[src/rtl/pe_ni.sv]
// Processing-element network interface: injection FIFO, registered
// ejection and traffic counters. Option macro: PE_NI_STALL_CNT_EN.
module pe_ni #(
  parameter int X_W   = 2,
  parameter int Y_W   = 2,
  parameter int D_W   = 32,
  parameter int DEPTH = 4,
  parameter int CNT_W = 16
) (
  input  logic             clk,
  input  logic             rst,
  input  logic [X_W-1:0]   tx_x,
  input  logic [Y_W-1:0]   tx_y,
  input  logic [D_W-1:0]   tx_d,
  input  logic             tx_v,
  output logic             tx_rdy,
  output logic [X_W-1:0]   i_x,
  output logic [Y_W-1:0]   i_y,
  output logic [D_W-1:0]   i_d,
  output logic             i_v,
  input  logic             i_ack,
  input  logic             o_v,
  input  logic [D_W-1:0]   o_d,
  output logic             rx_v,
  output logic [D_W-1:0]   rx_d,
  output logic [CNT_W-1:0] tx_cnt,
  output logic [CNT_W-1:0] rx_cnt,
  output logic [CNT_W-1:0] stall_cnt
);

  localparam int AW = $clog2(DEPTH);
  localparam int EW = X_W + Y_W + D_W;

  logic [EW-1:0] mem [DEPTH];
  logic [AW:0]   wptr;
  logic [AW:0]   rptr;
  logic          full;
  logic          empty;
  logic          push;
  logic          pop;
  logic [EW-1:0] head;

  // Extra pointer MSB tells a full ring from an empty one.
  assign empty  = (wptr == rptr);
  assign full   = (wptr[AW] != rptr[AW]) &&
                  (wptr[AW-1:0] == rptr[AW-1:0]);
  assign tx_rdy = !full;
  assign i_v    = !empty;
  assign push   = tx_v && !full;
  assign pop    = i_v && i_ack;

  assign head = mem[rptr[AW-1:0]];
  assign {i_x, i_y, i_d} = head;

  always_ff @(posedge clk) begin
    if (push) begin
      mem[wptr[AW-1:0]] <= {tx_x, tx_y, tx_d};
    end
  end

  always_ff @(posedge clk or posedge rst) begin
    if (rst) begin
      wptr <= '0;
      rptr <= '0;
    end else begin
      if (push) wptr <= wptr + (AW+1)'(1);
      if (pop)  rptr <= rptr + (AW+1)'(1);
    end
  end

  always_ff @(posedge clk or posedge rst) begin
    if (rst) begin
      rx_v <= 1'b0;
      rx_d <= '0;
    end else begin
      rx_v <= o_v;
      if (o_v) rx_d <= o_d;
    end
  end

  always_ff @(posedge clk or posedge rst) begin
    if (rst) begin
      tx_cnt <= '0;
      rx_cnt <= '0;
    end else begin
      if (pop) tx_cnt <= tx_cnt + CNT_W'(1);
      if (o_v) rx_cnt <= rx_cnt + CNT_W'(1);
    end
  end

`ifdef PE_NI_STALL_CNT_EN
  logic [CNT_W-1:0] stall_q;

  always_ff @(posedge clk or posedge rst) begin
    if (rst) begin
      stall_q <= '0;
    end else if (i_v && !i_ack) begin
      stall_q <= stall_q + CNT_W'(1);
    end
  end

  assign stall_cnt = stall_q;
`else
  assign stall_cnt = '0;
`endif

endmodule

[config.mk]
export PLATFORM = sky130hd
export DESIGN_NAME = pe_ni
export DESIGN_NICKNAME = d
export VERILOG_FILES = /design/src/rtl/pe_ni.sv
export SDC_FILE = /design/constraint.sdc
export NUM_CORES = 1
export LEC_CHECK = 0
export BUFFER_PORTS_ARGS = -buffer_cell sky130_fd_sc_hd__buf_2
export CAP_MARGIN = 20
export CORE_MARGIN = 2
export CORE_UTILIZATION = 25
export CTS_CLUSTER_SIZE = 20
export DETAILED_ROUTE_END_ITERATION = 10
export SLEW_MARGIN = 20
export SYNTH_ARGS = -nofsm -noshare
export SYNTH_HDL_FRONTEND = slang
export SYNTH_SLANG_ARGS = --single-unit
[constraint.sdc]
create_clock -name clk -period 6 [get_ports clk]
set_input_delay 0.3 -clock clk [delete_from_list [all_inputs] [get_ports clk]]
set_output_delay 0.3 -clock clk [all_outputs]
set_load 0.02 [all_outputs]
==> results of run 1 <==
==> cells by family after synthesis <==
logic type	share of synthesized area
xor gates and xnor gates	0.0402
DFF	0.737
adders and majority gates	0.0106
muxes	0.146
AOI/OAI and AO/OA	0.00469
buffers and inverters	0.0257
and+or+nand+nor	0.0357
other	0.000453
==> worst max-delay path by stage <==
stage | start | end | slack [ns] | depth (start not counted)
2_1_floorplan | wptr[0] | mem[3][0] | 3.70 | 3
5_1_grt | rptr[1] | mem[3][15] | 2.77 | 3
3_3_place_gp | rptr[1] | mem[1][20] | 3.02 | 3
3_5_place_dp | rptr[1] | mem[2][20] | 2.95 | 3
4_1_cts | rptr[1] | mem[1][10] | 2.93 | 3
6_report | rptr[1] | mem[1][15] | 3.02 | 3
==> power groups by stage <==
stage,registers [mW],clock network [mW],logic [mW]
6_report,2.10,1.48,1.46
3_5_place_dp,2.14,0,1.47
5_1_grt,2.14,1.59,1.58
2_1_floorplan,2.13,0,0.979
4_1_cts,2.11,1.53,1.51
3_3_place_gp,2.12,0,1.46
==> registers in the layout, summed over array words and instances, names as in the netlist <==
register and flops:
mem 144, rptr 3, rx_cnt 16, rx_d 32
rx_v 1, tx_cnt 16, wptr 3
==> cell usage in the layout, fill, tap and decap left out, drive strengths merged, types with 12 or more instances in the layout <==
cell,synthesis,routed
buf,28,177
clkbuf,2,27
clkinv,0,12
conb,1,16
dfrtp,71,71
dlygate4sd3,0,58
edfxtp,144,144
mux2,35,35
mux4,36,36
xnor2,26,26
xor2,12,12
==> cell type report <==
| class | instances | area share |
|---|---|---|
| antenna | 2 | 0.000456 |
| clock buffer | 27 | 0.0557 |
| clock inverter | 16 | 0.0171 |
| inverter | 5 | 0.00171 |
| multi-input combinational | 189 | 0.184 |
| sequential | 215 | 0.556 |
| tap | 442 | 0.0504 |
| timing repair buffer | 235 | 0.134 |
==> layer usage <==
layer	vias to the layer above	global-route usage	wire, µm
met5	-	0	0
met3	31	0.0313	1350
met2	147	0.172	8720
met4	0	0.0287	407
met1	2264	0.122	7190
li1	2097	-	-
==> stage by stage <==
stage               std cells  hold slack [ns]  power, mW
finish                   1131           0.0231       5.04
global route             1129           0.0103       5.31
global placement         1028            0.456       3.58
floorplan                 439            0.331       3.11
CTS                      1129         0.000895       5.15
detailed placement       1028            0.459       3.61
==> worst max-delay path, stage by stage (launching register included) <==
cell     delay [ns]
dfrtp_2        0.99
xnor2_1        0.34
a31oi_2        0.40
and2_2         0.85
==> impl_metrics.yaml, run 1 <==
place:
  place_congestion: 0.694
  dp_hpwl_um: 11300
  dpl_cell_area_um2: 9590
  portBuffers: 175
  post-place-ws_ns: 2.95
layout:
  n_fill_cell: 3186
  area_growth_pct: 32.6
  nets: 750
  multi_input_area_um2: 2020
  fin_util: 0.337
  regArea_um2: 6100
  finalInstanceArea_um2: 11000
  drive_gt1_frac: 0.424
sta:
  setup_tns_ns: 0
  max_slew.worst_pin.slew_ns: 0.964
  rsz0062_at_grt: "no"
  setup_slack_ns: 3.02
  skew_ns: 0.0151
  max_freq_mhz: 336
  slew_headroom: 0.357
  setup_viol: 0
  maxSlewViolCount: 0
  final.period_utilization: 0.496
  finalHoldViolCount: 0
  post-route-min-period_ns: 2.98
worst_setup_path:
  rr_worst_depth: 3
  r2r_end: "mem[1][15]"
  r2r_start: "rptr[1]"
  crit_path_end_kind: "register"
  cp.required_ns: 6.14
  start_kind: "register"
  r2r_slack_ns: 3.02
  crit_type: "register to register"
  worstPathArrival_ns: 3.11
  critical_path_peak_fanout: 39
clock_network:
  cts_sinks: 215
  cts_resized: 0
  clk_latency_ns: 0.52
  hold_buffers: 58
  cts_tree: "built"
  numCtsBuffers: 24
  root_buffer: "clkbuf_16"
  htreeDepth: 1
  clkTransAtPathRegs_ns: 0.06
  clk_path_buf_depth: 3
  cts_setup_buffers: 0
route:
  dr.first_iter.drc_count: 180
  via_per_inst: 4.01
  drc: 0
  num_vias: 4539
  wl_per_cell_um: 15.6
  drt_wl_total_um: 17700
  first_pass_iters: 4
  ant_nets: 0
run_status:
  run_status: "finished, final reports clean"
synthesis:
  netlist_instances: 424
  synthMostInstantiatedCell: "edfxtp_1"
  yosysWarnings: 0
  synth_area_um2: 8280
  synth-seq-cells: 215
  synth_top_area_frac: 0.522
  ys_types: 24
  async_flop_share: 0.330
  avgSynthCellArea_um2: 19.5
  synth_area_leaders: "edfxtp_1 52%, dfrtp_1 21%, mux4_2 9.8%"
  synth_flop_cell: "edfxtp_1"
  synth_common_cells: "144 x edfxtp_1, 71 x dfrtp_1, 36 x mux4_2"
  ys_seq_area_frac: 0.737
  synth-edff-count: 144
  synth_largest_area_cell: "edfxtp_1"
pwr:
  p_int_mw: 3.42
  p_per_area_nw_per_um2: 459
  p_switching_mw: 1.62
  netSwitchingFraction: 0.322
  p_leak_nw: 4.32
  clkPwrFrac: 0.293
  power.share.sequential: 0.417
  p_comb_frac: 0.289
  vdd_ir_drop_max_mv: 0.215
min_path:
  holdPathEnd: "mem[0][33]"
  min_path_cells: 1
  hp-start: "tx_y[1]"
  hp-class: "input pin to register"
global_route:
  grt_pass1_wl_um: 26700
  globalRouteOverflowTotal: 0
  grt_pass1_vias: 4792
  grt_use_total: 0.101
  grt_max_degree: 72
  antenna_found_initial: 2
floorplanning:
  start_util: 0.254
  die_area_um2: 34600
  io_pins: 192
  die_x_um: 186
  fp.coreArea_um2: 32500
  rows: 66
  die_h_um: 186
run:
  maxCapViolCount: 0
(Power assumes the default switching activity.)
==> run 2: changes to the inputs <==
==> constraint.sdc (replaced) <==
create_clock -name clk -period 2.8 [get_ports clk]
set_input_delay 0.14 -clock clk [delete_from_list [all_inputs] [get_ports clk]]
set_output_delay 0.14 -clock clk [all_outputs]
set_load 0.02 [all_outputs]
==> impl_metrics.yaml, run 2 (synthesized netlist as in run 1, its figures left out) <==
run_status:
  run_status: "finished, final reports clean"
layout:
  largest_reg_flops: 144
  final_common_cell: "buf_2"
  nets: 770
  drive_gt1_frac: 0.423
  layout_common_cells: "175 x buf_2, 144 x edfxtp_1, 70 x dlygate4sd3_1"
  area_growth_pct: 35.0
sta:
  skew_ns: 0.0134
  max_slew.worst_pin.slew_ns: 0.804
  maxSlewViolCount: 0
  slew_headroom: 0.464
  setup_viol: 0
  holdWs_ns: 0.0629
  rsz0062_at_grt: "no"
  post-route-min-period_ns: 2.49
  finalHoldViolCount: 0
  final.period_utilization: 0.888
  max_freq_mhz: 402
  setup_tns_ns: 0
  setup_slack_ns: 0.314
worst_setup_path:
  critical_path_peak_fanout: 38
  crit_path_end_kind: "output port"
  cp.required_ns: 2.66
  crit_type: "register to output port"
  worstPathArrival_ns: 2.35
  start_kind: "register"
pwr:
  vdd_ir_drop_max_mv: 0.581
  p_leak_nw: 4.41
  p_per_area_nw_per_um2: 960
  total_power_mw: 10.7
global_route:
  grt_max_degree: 40
  grt_use_total: 0.100
  globalRouteOverflowTotal: 0
  grt_pass1_wl_um: 27000
  grt_pass1_vias: 4834
  antenna_found_initial: 2
run:
  maxCapViolCount: 0
clock_network:
  htreeDepth: 1
  numCtsBuffers: 25
  clk_latency_ns: 0.52
  clk_path_buf_depth: 3
  root_buffer: "clkbuf_16"
  cts_tree: "built"
  clkTransAtPathRegs_ns: 0.06
  cts_sinks: 215
route:
  via_per_inst: 4.00
  num_vias: 4614
  first_pass_iters: 4
  wl_per_cell_um: 15.2
  dr.first_iter.drc_count: 184
  drt_wl_total_um: 17500
  ant_nets: 0
  drc: 0
floorplanning:
  die_x_um: 186
  io_pins: 192
  rows: 66
  fp.coreArea_um2: 32500
  die_area_um2: 34600
  die_h_um: 186
  start_util: 0.254
place:
  dp_hpwl_um: 10800
  portBuffers: 175
  place_congestion: 0.703
  post-place-ws_ns: 0.718
min_path:
  hp-class: "input pin to register"
[run 2: path summary, 6_finish.rpt]
kind                       startpoint          to  slack [ns]  cells past startpoint
setup reg to reg              wptr[0]  mem[2][25]        0.78                      4
min in group asynchronous         rst    rx_d[13]        0.31                      3
hold reg to reg            tx_cnt[15]  tx_cnt[15]        0.47                      1
max in group asynchronous         rst   tx_cnt[8]        1.83                      4
hold / removal                   tx_v     wptr[0]        0.06                      4
setup / recovery              rptr[0]     i_d[16]        0.31                      3
[run 2: worst max-delay path: stages (launching register included)]
cell     delay (ns)
dfrtp_2        0.36
buf_4          0.63
mux4_2         0.63
buf_2          0.18
[run 2: cell type report]
class                      instances  area (µm²)
timing repair buffer             254        1690
multi-input combinational        189        2020
clock inverter                     9        50.0
tap                              442         553
inverter                           5        18.8
antenna                            2        5.00
clock buffer                      37         722
fill                            3168       21400
sequential                       215        6100
[run 2: routing by layer]
metal / track usage / wire (µm) / vias to the layer above
met5: 0 / 0 / -
met3: 0.0364 / 1380 / 26
li1: - / - / 2146
met1: 0.120 / 7220 / 2301
met2: 0.171 / 8500 / 141
met4: 0.0261 / 389 / 0
[run 2: what timing repair did]
| item | 4_1_cts | 5_1_grt |
|---|---|---|
| resized for setup | 0 | 0 |
| hold endpoints to repair | 212 | 0 |
| hold buffers | 70 | 0 |
| buffers inserted | 0 | 0 |
[run 2: power by group]
part           switching (mW)  internal, mW
Clock                    1.25          1.78
Sequential              0.262          4.11
Combinational            1.97          1.35
[run 2: through the flow]
| stage | cell area (µm²) | utilization | cells |
|---|---|---|---|
| after global placement | 9690 | 0.298 | 1035 |
| after floorplan | 8330 | - | 439 |
| after global routing | 11200 | 0.343 | 1151 |
| after detailed placement | 9690 | 0.298 | 1035 |
| after CTS | 11200 | 0.343 | 1151 |
| final | 11200 | 0.343 | 1153 |
